**src/rtl/display_pkg.sv**
```systemverilog
// -----------------------------------------------------------------------------
// display_pkg
// Shared definitions for the display scheduler slice.
//   DIGIT_OFF            : nibble code that the BCD_to_7seg table renders as
//                          all segments off.
//   PRIMER..CUARTO       : digit index constants, rightmost (0) to leftmost (3).
//   disp_state_e         : overlay arbitration states.
//   blank_leading_zeros  : replaces leading zero nibbles with DIGIT_OFF,
//                          never touching the rightmost digit.
// -----------------------------------------------------------------------------
package display_pkg;

    localparam logic [3:0] DIGIT_OFF = 4'hF;

    localparam int PRIMER  = 0;
    localparam int SEGUNDO = 1;
    localparam int TERCER  = 2;
    localparam int CUARTO  = 3;

    typedef enum logic [1:0] {
        IDLE  = 2'd0,
        LATCH = 2'd1,
        HOLD  = 2'd2
    } disp_state_e;

    // Scan from the leftmost digit downward; once a nonzero nibble has been
    // seen, all lower digits are shown as they are. PRIMER is excluded so an
    // all-zero value still shows a single 0.
    function automatic logic [15:0] blank_leading_zeros(input logic [15:0] d);
        logic [15:0] r;
        logic        lead;
        r    = d;
        lead = 1'b1;
        for (int k = CUARTO; k > PRIMER; k--) begin
            if (lead && (d[k*4 +: 4] == 4'h0)) begin
                r[k*4 +: 4] = DIGIT_OFF;
            end else begin
                lead = 1'b0;
            end
        end
        return r;
    endfunction

endpackage

```
**src/rtl/display_scheduler_tick_divider.sv**
```systemverilog
// -----------------------------------------------------------------------------
// tick_divider
// Counts enabled cycles 0..DIV-1 and wraps. tick_o is high for the enabled
// cycle in which the count equals DIV-1, i.e. once every DIV enabled cycles.
// Ports:
//   clk_i    in  system clock
//   rst_n_i  in  synchronous reset, active-low (count returns to 0)
//   en_i     in  count enable
//   tick_o   out one-cycle pulse on the enabled cycle that wraps the count
// -----------------------------------------------------------------------------
module tick_divider #(
    parameter int DIV = 2
) (
    input  logic clk_i,
    input  logic rst_n_i,
    input  logic en_i,
    output logic tick_o
);

    // DIV = 1 would give a zero-width counter; keep one bit that stays 0.
    localparam int              CW   = (DIV > 1) ? $clog2(DIV) : 1;
    localparam logic [CW-1:0]   LAST = CW'(DIV - 1);

    logic [CW-1:0] r_cnt;
    logic          w_last;

    assign w_last = (r_cnt == LAST);

    always_ff @(posedge clk_i) begin
        if (!rst_n_i) begin
            r_cnt <= '0;
        end else if (en_i) begin
            r_cnt <= w_last ? '0 : r_cnt + 1'b1;
        end
    end

    assign tick_o = en_i & w_last;

endmodule

```
**src/rtl/display_scheduler.sv**
```systemverilog
// -----------------------------------------------------------------------------
// display_scheduler
// Shares the 4-digit multiplexed 7-segment driver between a continuous base
// value and a transient overlay value. Generates the multiplexer scan tick,
// arbitrates the overlay with a req/ack handshake and a hold timer, blanks
// leading zeros and blinks selected digits of the base value.
//
// Handshake: ovl_req_i is a level. While the FSM is in IDLE or HOLD and
// ovl_ack_o is low, a high ovl_req_i is accepted on the next clock edge and
// ovl_digits_i is captured on that same edge. ovl_ack_o is then high for
// exactly one cycle (LATCH). The requester drops ovl_req_i once it sees ack;
// a request left high is re-accepted on alternate cycles, which behaves as a
// continuous retrigger.
//
// Ports:
//   clk_i           in  system clock
//   rst_n_i         in  synchronous reset, active-low
//   base_digits_i   in  base value, [3:0]=primer (rightmost) .. [15:12]=cuarto
//   blank_lz_i      in  blank leading zeros of the base value
//   blink_mask_i    in  per-digit blink enable (bit k = digit k), base only
//   ovl_req_i       in  overlay request level
//   ovl_digits_i    in  overlay value, captured on acceptance
//   ovl_ack_o       out one-cycle acceptance pulse
//   scan_tick_o     out one-cycle pulse every SCAN_DIV cycles
//   src_o           out 0 = base owns display, 1 = overlay owns display
//   primer_disp_o .. cuarto_disp_o  out  registered digit codes
//   dbg_state_o     out current arbitration state (disp_state_e encoding)
// -----------------------------------------------------------------------------
module display_scheduler
    import display_pkg::*;
#(
    parameter int SCAN_DIV   = 50000,
    parameter int BLINK_DIV  = 250,
    parameter int HOLD_TICKS = 2000
) (
    input  logic        clk_i,
    input  logic        rst_n_i,
    input  logic [15:0] base_digits_i,
    input  logic        blank_lz_i,
    input  logic [3:0]  blink_mask_i,
    input  logic        ovl_req_i,
    input  logic [15:0] ovl_digits_i,
    output logic        ovl_ack_o,
    output logic        scan_tick_o,
    output logic        src_o,
    output logic [3:0]  primer_disp_o,
    output logic [3:0]  segundo_disp_o,
    output logic [3:0]  tercer_disp_o,
    output logic [3:0]  cuarto_disp_o,
    output logic [1:0]  dbg_state_o
);

    // The hold counter must represent HOLD_TICKS itself.
    localparam int            HW        = $clog2(HOLD_TICKS + 1);
    localparam logic [HW-1:0] HOLD_LOAD = HW'(HOLD_TICKS);
    localparam logic [HW-1:0] HOLD_LAST = HW'(1);

    logic          w_scan_tick;
    logic          w_blink_tick;
    logic          r_blink_phase;

    disp_state_e   r_state;
    disp_state_e   w_state_nxt;
    logic [HW-1:0] r_hold;
    logic [HW-1:0] w_hold_nxt;
    logic          w_latch_en;
    logic [15:0]   r_latch;

    logic          w_ack;
    logic          w_src;
    logic          w_accept;
    logic [15:0]   w_digits;
    logic [15:0]   r_digits;

    // ------------------------------------------------------------------
    // Scan prescaler and blink divider
    // ------------------------------------------------------------------
    tick_divider #(
        .DIV (SCAN_DIV)
    ) u_prescaler (
        .clk_i   (clk_i),
        .rst_n_i (rst_n_i),
        .en_i    (1'b1),
        .tick_o  (w_scan_tick)
    );

    tick_divider #(
        .DIV (BLINK_DIV)
    ) u_blink (
        .clk_i   (clk_i),
        .rst_n_i (rst_n_i),
        .en_i    (w_scan_tick),
        .tick_o  (w_blink_tick)
    );

    always_ff @(posedge clk_i) begin
        if (!rst_n_i) begin
            r_blink_phase <= 1'b0;
        end else if (w_blink_tick) begin
            r_blink_phase <= ~r_blink_phase;
        end
    end

    // ------------------------------------------------------------------
    // Overlay arbitration FSM
    // ------------------------------------------------------------------
    assign w_ack    = (r_state == LATCH);
    assign w_src    = (r_state != IDLE);
    assign w_accept = ovl_req_i & ~w_ack;

    always_ff @(posedge clk_i) begin
        if (!rst_n_i) begin
            r_state <= IDLE;
            r_hold  <= '0;
            r_latch <= '0;
        end else begin
            r_state <= w_state_nxt;
            r_hold  <= w_hold_nxt;
            if (w_latch_en) begin
                r_latch <= ovl_digits_i;
            end
        end
    end

    always_comb begin
        w_state_nxt = r_state;
        w_hold_nxt  = r_hold;
        w_latch_en  = 1'b0;
        case (r_state)
            IDLE: begin
                if (w_accept) begin
                    w_state_nxt = LATCH;
                    w_latch_en  = 1'b1;
                end
            end
            LATCH: begin
                w_state_nxt = HOLD;
                w_hold_nxt  = HOLD_LOAD;
            end
            HOLD: begin
                // A new request beats an expiring hold on the same edge.
                if (w_accept) begin
                    w_state_nxt = LATCH;
                    w_latch_en  = 1'b1;
                end else if (w_scan_tick) begin
                    w_hold_nxt = r_hold - 1'b1;
                    if (r_hold == HOLD_LAST) begin
                        w_state_nxt = IDLE;
                    end
                end
            end
            default: begin
                w_state_nxt = IDLE;
            end
        endcase
    end

    // ------------------------------------------------------------------
    // Digit composition; the overlay is shown exactly as captured.
    // ------------------------------------------------------------------
    always_comb begin
        w_digits = r_latch;
        if (!w_src) begin
            w_digits = blank_lz_i ? blank_leading_zeros(base_digits_i)
                                  : base_digits_i;
            for (int k = PRIMER; k <= CUARTO; k++) begin
                if (blink_mask_i[k] && r_blink_phase) begin
                    w_digits[k*4 +: 4] = DIGIT_OFF;
                end
            end
        end
    end

    always_ff @(posedge clk_i) begin
        if (!rst_n_i) begin
            r_digits <= {4{DIGIT_OFF}};
        end else begin
            r_digits <= w_digits;
        end
    end

    // ------------------------------------------------------------------
    // Outputs
    // ------------------------------------------------------------------
    assign ovl_ack_o      = w_ack;
    assign src_o          = w_src;
    assign scan_tick_o    = w_scan_tick;
    assign dbg_state_o    = r_state;
    assign primer_disp_o  = r_digits[PRIMER*4  +: 4];
    assign segundo_disp_o = r_digits[SEGUNDO*4 +: 4];
    assign tercer_disp_o  = r_digits[TERCER*4  +: 4];
    assign cuarto_disp_o  = r_digits[CUARTO*4  +: 4];

endmodule

```
**config.mk**
```make
export PLATFORM = sky130hd
export DESIGN_NAME = display_scheduler
export DESIGN_NICKNAME = d
export VERILOG_FILES = /design/src/rtl/display_pkg.sv /design/src/rtl/display_scheduler_tick_divider.sv /design/src/rtl/display_scheduler.sv
export SDC_FILE = /design/constraint.sdc
export NUM_CORES = 1
export LEC_CHECK = 0
export CAP_MARGIN = 20
export CORE_AREA = 3 3 85 87
export CTS_BUF_LIST = sky130_fd_sc_hd__clkbuf_4 sky130_fd_sc_hd__clkbuf_8
export DETAILED_ROUTE_END_ITERATION = 16
export DIE_AREA = 0 0 88 90
export GPL_TIMING_DRIVEN = 0
export PLACE_DENSITY = 0.72
export SLEW_MARGIN = 20
export SYNTH_ARGS = -nofsm -noshare
export SYNTH_HDL_FRONTEND = slang
export SYNTH_SLANG_ARGS = --single-unit
```
**constraint.sdc**
```tcl
create_clock -name clk_i -period 4.6 [get_ports clk_i]
set_clock_uncertainty 0.05 [all_clocks]
set_input_delay 0.69 -clock clk_i [delete_from_list [all_inputs] [get_ports clk_i]]
set_output_delay 0.69 -clock clk_i [all_outputs]
set_load 0.03 [all_outputs]
```
**Yosys cells after proc, flatten, opt, wreduce, memory -nomap -nowiden**

Index checks and enable logic that the tools add are counted.

- Register bits after elaboration: 70
- Word-level logic and storage cells: 65
- Output and inout port bits: 21

- Bitwise gates (word level): 5
- $add $sub $neg: 3
- Eq/ne operators: 10
- Muxes and demuxes: 24
- Reductions and logical operators: 16

Operator list:

| kind | count |
|---|---|
| 16-bit two-way mux | 2 |
| 4-bit two-way mux | 7 |
| 11-bit two-way mux | 2 |
| 11-bit case mux with 2 select lines | 1 |
| 16-bit by 1-bit adder with 16-bit output (second input constant) | 1 |
| 16-bit equality test (second input constant) | 1 |
| 4-bit zero test | 3 |
| 11-bit by 1-bit equality test with 1-bit output (second input constant) | 1 |
| 11-bit by 1-bit subtractor with 11-bit output (second input constant) | 1 |
| 8-bit by 1-bit adder with 8-bit output (second input constant) | 1 |
| 8-bit equality test (second input constant) | 1 |
| 2-bit two-way mux | 4 |
| 8-bit two-way mux | 1 |
| 1-bit logical AND | 6 |
| 1-bit two-way mux | 6 |
| 2-bit case mux with 3 select lines | 1 |
| 3-bit AND reduction | 2 |
| 2-bit != test (second input constant) | 2 |
| 2-bit nonzero test | 2 |
| 2-bit OR reduction | 2 |
| 3-bit by 2-bit != test with 1-bit output (second input constant) | 1 |
| 3-bit != test (second input constant) | 1 |
| 1-bit NOT | 3 |
| 1-bit AND | 2 |
| other kinds (4) | 4 |

**Longest topological paths before layout**

Gate-level depths: netlist (run 1).

- Depth after elaboration: 11
- Gate-level depth with buffers: 8
- Gate-level depth less buffers: 6

**Hierarchy**

From an unflattened synthesis (run 1), not the netlist that was laid out.

- Cell total of the unflattened synthesis: 360
- Area total of the unflattened synthesis: 3134.3 sq um

By module, submodules not included:

| module | area an instance (sq um) | instances | cells an instance | sequential area each (sq um) |
|---|---|---|---|---|
| display_scheduler | 1969.4 | 1 | 232 | 920.9 |
| tick_divider (u_prescaler) | 757.0 | 1 | 83 | 320.3 |
| tick_divider (u_blink) | 407.9 | 1 | 45 | 160.2 |

**Worst setup path after synthesis (run 1)**

No wires, ideal clock.

- Path kind: register -> register
- Start point: reg r_state[0] (netlist: dbg_state_o[0])
- End point: reg r_hold[6]
- Arrival: 2.032 ns
- Stages on the path, launching flop included: 6
- Buffers on the path: 0
- Setup slack: 2.402 ns
- Cells stage by stage: dfxtp_1 > ha_1 > nand2b_1 > nand2_1 > or4_1 > and4_1

- Word-level cells in the longest chain between the ends: 5
- Elaborated cells on any way between the ends: 9

RTL lines:

| item | line | RTL |
|---|---|---|
| start, declared | display_scheduler.sv:62 | `disp_state_e r_state;` |
| start signal, assigned | display_scheduler.sv:117 | `r_state <= w_state_nxt;` |
| 2-bit by 1-bit equality test with 1-bit output (*) | display_scheduler.sv:107 | `assign w_ack = (r_state == LATCH);` |
| via ovl_ack_o | display_scheduler.sv:43 | `output logic ovl_ack_o,` |
| 1-bit NOT | display_scheduler.sv:109 | `assign w_accept = ovl_req_i & ~w_ack;` |
| 1-bit AND | display_scheduler.sv:109 |  |
| 2-bit != test (no line) | -- |  |
| 3-bit AND reduction (no line) | -- |  |
| end signal, assigned | display_scheduler.sv:118 | `r_hold <= w_hold_nxt;` |
| end, declared | display_scheduler.sv:64 | `logic [HW-1:0] r_hold;` |

Mark *: on every way through the listed nets, which the timed path passes. The rest lies on a longest branch.
A chain may end at the register's enable or synchronous reset.

**Final worst setup path (run 1)**

- Start point: reg u_prescaler.r_cnt[0]
- End point: out scan_tick_o

- Word-level cells in the longest chain between the ends: 1

RTL lines:

| item | line | RTL |
|---|---|---|
| start, declared | display_scheduler_tick_divider.sv:24 | `logic [CW-1:0] r_cnt;` |
| start signal, assigned | display_scheduler_tick_divider.sv:33 | `r_cnt <= w_last ? '0 : r_cnt + 1'b1;` |
| 16-bit equality test | display_scheduler_tick_divider.sv:27 | `assign w_last = (r_cnt == LAST);` |
| end, declared | display_scheduler.sv:44 | `output logic scan_tick_o,` |

Every way passes these cells.

==> impl_metrics.yaml, run 1 <==
route:
  avgViaCountPerCell: 5.575
  wire_per_inst_um: 14.70
  num_vias: 3033
  wl_mm: 7.997
  dr.pass1.iters: 5
  drc: 0
  antenna_left: 0
  drt_iter0_markers: 150
setup_path:
  critical-path-top-delay-family: "buffers and inverters"
  path_buf_inv: 4
  worst_setup_path_end_kind: "primary output"
  crit_required_ps: 3860
  worst_path_most_repeated_cell: "buf_2"
  start_kind: "flip-flop"
  crit_type: "flip-flop to primary output"
  max_stage_delay_ps: 670
  arrival_ps: 2590
  cpMaxStageDelayCell: "clkdlybuf4s50_1"
  cp_cell_sequence: "ha_1 > and3_1 > buf_2 > nand4_1 > buf_2 > inv_1 > clkdlybuf4s50_1"
  worstPathMaxFanout: 10
grt:
  grt_util_all_layers_pct: 20.57
  grt_first_pass_wirelength_mm: 13.12
  antenna_found_initial: 0
  grt_pass1_vias: 2798
  grt_start_max_net_pins: 12
  grt.overflow.total: 0
run_status:
  status: "finished, final reports clean"
clock_network:
  ctsHoldBuffers: 0
  cts_num_sinks: 70
  cts_tree: "yes"
  cts_resized: 0
  h-tree-depth: 3
  postCtsSetupBuffers: 0
  max-clock-path-buffers: 2
  cts-buffers-inserted: 9
  insertion_delay_ps: 330
  cts-root-buf: "clkbuf_8"
  clkTransAtPathRegs_ps: 70
logic_synthesis:
  syn-mean-instance-area_um2: 8.221
  synth-seq-cells: 70
  seq_area_frac_synth_pct: 43.60
  synth_cell_types: 50
  synth_nets: 440
  yosysWarningCount: 0
  syn-instance-count: 391
  synth_ff_type: "dfxtp_1"
  synth-edff-count: 0
  synthArstFlopShare_pct: 0
  synth_area_um2: 3214
placement:
  dpl.hpwl_mm: 5.856
  io_buffer_count: 60
  gp_congestion: 0.8662
  place_inst: 528
  placed_area_um2: 3911
cells_and_area:
  final_util_pct: 63.63
  post-route-cell-area_um2: 4086
  multi_input_area_um2: 1688
  seq_area_um2: 1401
  area_delta_synth_final_pct: 27.13
  fill_cells: 557
  antennaDiodeCount: 0
  final_layout_size_suffix_gt1_share_pct: 6.424
  final_cells: 544
  final_nets: 511
power:
  switching_share_pct: 30.98
  power_frac_seq_pct: 45.9
  intPower_uw: 1038
  p_comb_share_pct: 24.7
  p_per_area_nw_per_um2: 368.1
  p_sw_uw: 466.0
  max-vdd-ir-drop_mv: 0.1475
  p_leak_uw: 0.001431
  pwr-share-clk_pct: 29.3
die:
  initial_core_util_pct: 50.05
  die_area_um2: 7920
  top_level_ports: 61
  die_w_um: 88
  die_h_um: 90
  std_cell_rows: 29
  fp.coreArea_um2: 6422
timing:
  setup-violations-final: 0
  fin_crit_ps: 3330
  relSlewSlack_pct: 62.35
  fmax_mhz: 300.3
  hold_viol_final: 0
  rsz0062_at_grt: "false"
  finalMaxSlewViolations: 0
  worst_slew_pin_slew_ps: 564.8
  tns_ps: 0
  finalCritPeriodShare_pct: 72.39
job:
  max-cap-violations: 0
worst_hold_path:
  min_path_type: "flip-flop to flip-flop"
-- power groups by stage --
stage	clock (uW)	combinational (uW)	sequential, uW
after floorplan	0	184	747
after global placement	0	366	702
after detailed placement	0	370	704
after CTS	450	371	690
after global routing	478	407	696
final	441	372	691
-- worst register-to-register path: stages, from the launching register on --
cell      delay (ps)
dfxtp_1          400
inv_1            100
ha_1             300
clkbuf_1         260
o21ai_1          500
clkbuf_1         400
nand2_1          100
a21oi_1          170
-- path summary, 6_finish.rpt --
kind                        start  slack, ps           to  cells after the start
max          u_prescaler.r_cnt[0]       1270  scan_tick_o                      7
min                    r_latch[2]        410   r_latch[2]                      2
max reg2reg        dbg_state_o[0]       2250   r_latch[4]                      7
min reg2reg            r_latch[2]        410   r_latch[2]                      2
-- sequential cells by signal, indices dropped and copies added, names as in the netlist --
signal,flops
dbg_state_o,2
r_blink_phase,1
r_digits,16
r_hold,11
r_latch,16
u_blink.r_cnt,8
u_prescaler.r_cnt,16
-- metrics by stage --
step           worst slack, ps  hold slack (ps)  total power, uW
3_3_place_gp              1668            389.8             1069
6_report                  1270            405.2             1504
2_1_floorplan             2402            379.5            931.4
3_5_place_dp              1634            396.3             1074
5_1_grt                   1154            427.9             1580
4_1_cts                   1250            406.8             1511
-- routing by layer --
layer / part of all wire [%] / global-route usage [%] / vias up
met1: 48 / 27.81 / 1398
met2: 45 / 32.04 / 86
met5: 0 / 0 / -
met4: 1.8 / 8.440 / 0
met3: 6.0 / 3.565 / 14
li1: - / - / 1535
-- Yosys cell counts, drive strengths merged (7+ instances only) --
cell type | count | area [um2]
nand3 | 15 | 75.07
or3 | 8 | 56.31
nor4 | 7 | 50.05
inv | 12 | 45.04
ha | 9 | 112.6
o21ai | 15 | 75.07
a21oi | 26 | 130.1
xnor2 | 12 | 105.1
nor3 | 10 | 50.05
nor2 | 35 | 131.4
clkbuf | 14 | 52.55
or4 | 7 | 56.30
nand2 | 71 | 266.5
o22ai | 8 | 50.05
dfxtp | 70 | 1401
-- cell type report --
| type | instances | share of cell area [%] |
|---|---|---|
| plain buffers | 20 | 1.960 |
| clock inverters | 4 | 0.5511 |
| clock buffers | 12 | 3.735 |
| repair buffers | 60 | 14.70 |
| multi-input cells | 289 | 41.30 |
| flip-flops and latches | 70 | 34.29 |
| well taps | 77 | 2.358 |
| inverters | 12 | 1.102 |
-- logic make-up after synthesis --
family	after synthesis	synth area share (%)
simple gates	187	29.54
compound gates	79	15.65
flops	70	43.60
buf+inv	32	3.893
xor+xnor	14	3.815
fa+ha+maj	9	3.503
-- cell usage in the layout, fill, tap and decap left out, drive strengths merged, types with 3 or more instances in the layout --
master         instances
inv                   12
nand2                 71
nand3b                 6
and4                   3
nand3                 15
o22ai                  8
ha                     9
or4                    7
a311oi                 5
xnor2                 12
buf                    6
nor4                   7
clkbuf                26
nand2b                 4
clkdlybuf4s50         60
a21oi                 26
o21ai                 15
nor3                  10
o32ai                  5
nand4                  6
or3                    8
o211ai                 3
dfxtp                 70
o31ai                  4
clkinv                 3
a211oi                 3
nor2                  35
nor4b                  3
(Power assumes the default switching activity.)
==> run 2: changes to the inputs <==
Settings changed: PLACE_DENSITY 0.72 to 0.75.
Clock period 4.6 ns to 2.9 ns, I/O delays scaled along.
==> run 2 against run 1 <==
  * Power is 59% higher
  * First-iteration DRC count is 60% higher
  * Final cell count is 0.18% higher
  * Highest routed layer unchanged
  * Non-clock buffer count is 1 higher
  * Global-route usage is 0.62 points higher
  * Via count is 0.26% higher
  * Core utilization is 0.12 points higher
  * Flip-flop and latch count stayed put
  * Critical path depth is 1 lower
  * Largest power group unchanged
  * Die area stayed put
  * Sequential power is 59% higher
==> impl_metrics.yaml, run 2 (synthesis results as in run 1) <==
run_status:
  status: "finished, final reports clean"
setup_path:
  start_kind: "flip-flop"
  r2r_slack_ps: 610
  crit_required_ps: 2410
  arrival_ps: 2230
  timing.rr.end: "r_latch[13]"
  r2r_cells: 7
  worstPathMaxFanout: 10
  worst_setup_path_end_kind: "primary output"
  r2r-start: "dbg_state_o[0]"
  crit_type: "flip-flop to primary output"
cells_and_area:
  final_cell_mix: "nand2_1 (71), dfxtp_1 (70), clkdlybuf4s50_1 (59)"
  area_delta_synth_final_pct: 27.36
  final_util_pct: 63.74
  post-route-cell-area_um2: 4094
  multi_input_area_um2: 1688
  seq_area_um2: 1401
  final_nets: 512
  reg.largest.list: "r_digits: 16 flops, r_latch: 16 flops, u_prescaler.r_cnt: 16 flops"
  layout_commonest_cell: "nand2_1"
  final_cells: 545
  fill_cells: 555
  final_layout_size_suffix_gt1_share_pct: 6.838
  antennaDiodeCount: 0
placement:
  placed_area_um2: 3911
  place_inst: 528
  gp_congestion: 0.8447
  dpl.hpwl_mm: 5.833
  io_buffer_count: 60
grt:
  grt_start_max_net_pins: 12
  grt_first_pass_wirelength_mm: 13.63
  grt.overflow.total: 0
  grt_util_all_layers_pct: 21.18
  antenna_found_initial: 0
  grt_pass1_vias: 2929
timing:
  setup-violations-final: 0
  rsz0062_at_grt: "false"
  fin_crit_ps: 2716
  fmax_mhz: 368.2
  finalCritPeriodShare_pct: 93.64
  relSlewSlack_pct: 60.44
  tns_ps: 0
  worst_slew_pin_slew_ps: 593.3
  hold_viol_final: 0
  finalMaxSlewViolations: 0
route:
  wire_per_inst_um: 14.68
  top_layer: "met4"
  met2_length_mm: 3.682
  avgViaCountPerCell: 5.580
  dr.pass1.iters: 4
  drc: 0
  antenna_left: 0
  wirelength_met1_mm: 3.693
  num_vias: 3041
  wl_met3_um: 572
  drt_iter0_markers: 240
  wl_mm: 7.999
job:
  max-cap-violations: 0
clock_network:
  insertion_delay_ps: 340
  clkTransAtPathRegs_ps: 70
  max-clock-path-buffers: 2
  cts-buffers-inserted: 9
  cts_tree: "yes"
  ctsHoldBuffers: 0
  h-tree-depth: 3
  cts_num_sinks: 70
  cts-root-buf: "clkbuf_8"
die:
  initial_core_util_pct: 50.05
  std_cell_rows: 29
  die_area_um2: 7920
  fp.coreArea_um2: 6422
  die_w_um: 88
  top_level_ports: 61
  die_h_um: 90
worst_hold_path:
  hold_path_startpoint: "r_latch[1]"
  holdPathStages: 2
  min_path_type: "flip-flop to flip-flop"
  holdPathEnd: "r_latch[1]"
power:
  max-vdd-ir-drop_mv: 0.2997
  p_per_area_nw_per_um2: 582.9
  p_leak_uw: 0.001443
## run 2: cell count changes in the layout (fill, tap and decap cells not counted)
cell / previous run / this run
clkbuf_2: 0 / 1
clkdlybuf4s50_1: 60 / 59
clkbuf_1: 14 / 13
buf_4: 0 / 1
dlygate4sd2_1: 0 / 1
## run 2: where the power goes
group | switching [uW] | internal [uW]
Clock | 347 | 349
Sequential | 51.5 | 1050
Combinational | 340 | 253
## run 2: what timing repair did
action / in CTS / in global routing
endpoints found under the setup margin: 1 / 2
setup buffers: 0 / 1
resized for setup: 1 / 2
## run 2: cell type report
class	instances	area share [%]
Buffer	20	1.987
Tap cell	77	2.353
Clock inverter	4	0.5501
Sequential cell	70	34.23
Multi-Input combinational cell	289	41.23
Inverter	12	1.100
Timing Repair Buffer	61	14.82
Clock buffer	12	3.729
## run 2: critical path: stages (launching register included)
cell	delay [ps]
dfxtp_1	400
inv_1	100
ha_1	190
clkbuf_1	230
clkbuf_2	250
inv_1	70
clkdlybuf4s50_1	660
## run 2: worst max-delay path by stage
stage / from / endpoint / cells after the start
floorplan: dbg_state_o[0] / r_hold[6] / 5
global route: dbg_state_o[0] / src_o / 6
detailed placement: u_prescaler.r_cnt[0] / scan_tick_o / 7
CTS: dbg_state_o[0] / src_o / 6
finish: dbg_state_o[0] / src_o / 6
global placement: u_prescaler.r_cnt[0] / scan_tick_o / 7
## run 2: layer usage
metal	vias up	global-route usage, %
li1	1538	-
met1	1408	29.30
met2	89	32.98
met3	6	3.748
met4	0	7.161
met5	-	0
## run 2: stage by stage
stage	hold slack (ps)	total power (uW)	setup slack, ps
after global routing	428.2	2516	22.13
after detailed placement	399.1	1706	209.3
after global placement	390.5	1698	220.5
final	407.7	2386	184.3
after CTS	409.1	2400	79.94
after floorplan	379.5	1477	702.1
==> run 3: changes to the inputs <==
Settings changed: RECOVER_POWER set to 50.
==> run 3 against run 2 <==
  * Flip-flop and latch count unchanged
  * Fmax decreased by 0.71%
  * Count of clock-buffer cells in the layout unchanged
  * Combinational power decreased by 2%
  * Sequential share of layout area about the same
  * Critical path depth increased by 1
  * Core utilization decreased by 0.078 points
  * Global-route usage unchanged
  * Final cell count unchanged
  * Final area decreased by 0.12%
  * First-iteration DRC count increased by 2.1%
  * Via count increased by 0.69%
  * Largest power group unchanged
==> impl_metrics.yaml, run 3 (synthesis results as in run 1) <==
timing:
  fin_crit_ps: 2735
  layout_setup_ws_ps: 164.9
  tns_ps: 0
  finalCritPeriodShare_pct: 94.31
  fmax_mhz: 365.6
  rsz0062_at_grt: "false"
  relSlewSlack_pct: 61.04
  hold_viol_final: 0
  finalMaxSlewViolations: 0
  worst_slew_pin_slew_ps: 584.4
  whs_ps: 408.4
  setup-violations-final: 0
worst_hold_path:
  holdPathStages: 2
  holdPathEnd: "r_latch[0]"
  hold_path_startpoint: "r_latch[0]"
  min_path_type: "flip-flop to flip-flop"
power:
  p_per_area_nw_per_um2: 580.0
  p_leak_uw: 0.001414
  intPower_uw: 1633
  switching_share_pct: 31.15
  p_comb_share_pct: 24.4
  p_sw_uw: 738.9
  pwr-share-clk_pct: 29.4
  max-vdd-ir-drop_mv: 0.2991
  power_frac_seq_pct: 46.2
die:
  fp.coreArea_um2: 6422
  top_level_ports: 61
  initial_core_util_pct: 50.05
  die_h_um: 90
  std_cell_rows: 29
  die_w_um: 88
  die_area_um2: 7920
run_status:
  status: "finished, final reports clean"
clock_network:
  h-tree-depth: 3
  cts_num_sinks: 70
  cts_tree: "yes"
  max-clock-path-buffers: 2
  insertion_delay_ps: 340
  cts-buffers-inserted: 9
  cts-root-buf: "clkbuf_8"
  clkTransAtPathRegs_ps: 70
route:
  dr.pass1.iters: 5
  avgViaCountPerCell: 5.618
  drt_iter0_markers: 245
  wl_mm: 7.992
  drc: 0
  wire_per_inst_um: 14.66
  num_vias: 3062
  antenna_left: 0
cells_and_area:
  final_layout_size_suffix_gt1_share_pct: 5.983
  final_nets: 512
  multi_input_area_um2: 1688
  layout_commonest_cell: "nand2_1"
  area_delta_synth_final_pct: 27.21
  reg.largest.list: "r_digits: 16 flops, r_latch: 16 flops, u_prescaler.r_cnt: 16 flops"
  antennaDiodeCount: 0
  final_cell_mix: "nand2_1 (71), dfxtp_1 (70), clkdlybuf4s50_1 (39)"
  final_cells: 545
  fill_cells: 557
  seq_area_um2: 1401
placement:
  pre_cts_slack_ps: 209.3
  io_buffer_count: 60
  dpl.hpwl_mm: 5.833
  gp_congestion: 0.8447
  place_inst: 528
grt:
  grt_pass1_vias: 2929
  grt.overflow.total: 0
  grt_util_all_layers_pct: 21.18
  grt_start_max_net_pins: 12
  grt_first_pass_wirelength_mm: 13.63
  antenna_found_initial: 0
setup_path:
  worst_setup_path_end_kind: "primary output"
  r2r_slack_ps: 610
  r2r-start: "dbg_state_o[0]"
  timing.rr.end: "r_latch[13]"
  r2r_cells: 7
  start_kind: "flip-flop"
  worstPathMaxFanout: 10
  crit_required_ps: 2410
  crit_type: "flip-flop to primary output"
  arrival_ps: 2250
job:
  max-cap-violations: 0
[run 3: cell types whose count changed in the layout (fill, tap and decap cells not counted)]
cell,before,now
clkdlybuf4s50_1,59,39
dlygate4sd3_1,0,20
clkbuf_1,13,18
buf_2,4,0
buf_1,2,1
[run 3: stage by stage]
stage | total power, uW | instance area, um2 | utilization (%)
floorplan | 1477 | 3214 | -
global route | 2499 | 4089 | 63.67
finish | 2372 | 4089 | 63.67
global placement | 1698 | 3911 | 60.90
detailed placement | 1706 | 3911 | 60.90
CTS | 2400 | 4085 | 63.61
[run 3: per-layer routing]
| layer | part of all wire (%) | GRT usage (%) | vias up | routed length [um] |
|---|---|---|---|---|
| li1 | - | - | 1538 | - |
| met1 | 46 | 29.30 | 1413 | 3674 |
| met2 | 46 | 32.98 | 100 | 3704 |
| met3 | 6.5 | 3.748 | 11 | 517 |
| met4 | 1.2 | 7.161 | 0 | 95 |
| met5 | 0 | 0 | - | 0 |
[run 3: area by class of cell]
type | instances | share of cell area (%)
inverter | 12 | 1.102
tap | 77 | 2.356
clock inverter | 4 | 0.5508
clock buffer | 12 | 3.733
timing repair buffer | 61 | 14.84
multi-input combinational | 289 | 41.28
sequential | 70 | 34.27
buffer | 20 | 1.867
[run 3: power by group through the flow]
stage          registers, uW  clock network, uW  logic [uW]
6_report                1090                698         579
5_1_grt                 1100                761         635
4_1_cts                 1100                713         591
3_5_place_dp            1120                  0         589
3_3_place_gp            1110                  0         584
2_1_floorplan           1190                  0         292
[run 3: what timing repair did]
action | in CTS | in global routing
hold buffers | 0 | 0
resized for setup | 1 | 2
setup buffers | 0 | 1
endpoints found under the setup margin | 1 | 2
[run 3: worst max-delay path, stage by stage, from the launching register on]
cell	delay (ps)
dfxtp_1	390
ha_1	220
and3_1	180
clkbuf_1	190
nand4_1	140
clkbuf_1	280
inv_1	130
dlygate4sd2_1	400
[run 3: worst max-delay path by stage]
| stage | cells past startpoint | start | slack (ps) | to |
|---|---|---|---|---|
| 6_report | 7 | u_prescaler.r_cnt[0] | 160 | scan_tick_o |
| 3_5_place_dp | 7 | u_prescaler.r_cnt[0] | 210 | scan_tick_o |
| 2_1_floorplan | 5 | dbg_state_o[0] | 700 | r_hold[6] |
| 3_3_place_gp | 7 | u_prescaler.r_cnt[0] | 220 | scan_tick_o |
| 5_1_grt | 7 | u_prescaler.r_cnt[0] | 10 | scan_tick_o |
| 4_1_cts | 6 | dbg_state_o[0] | 80 | src_o |
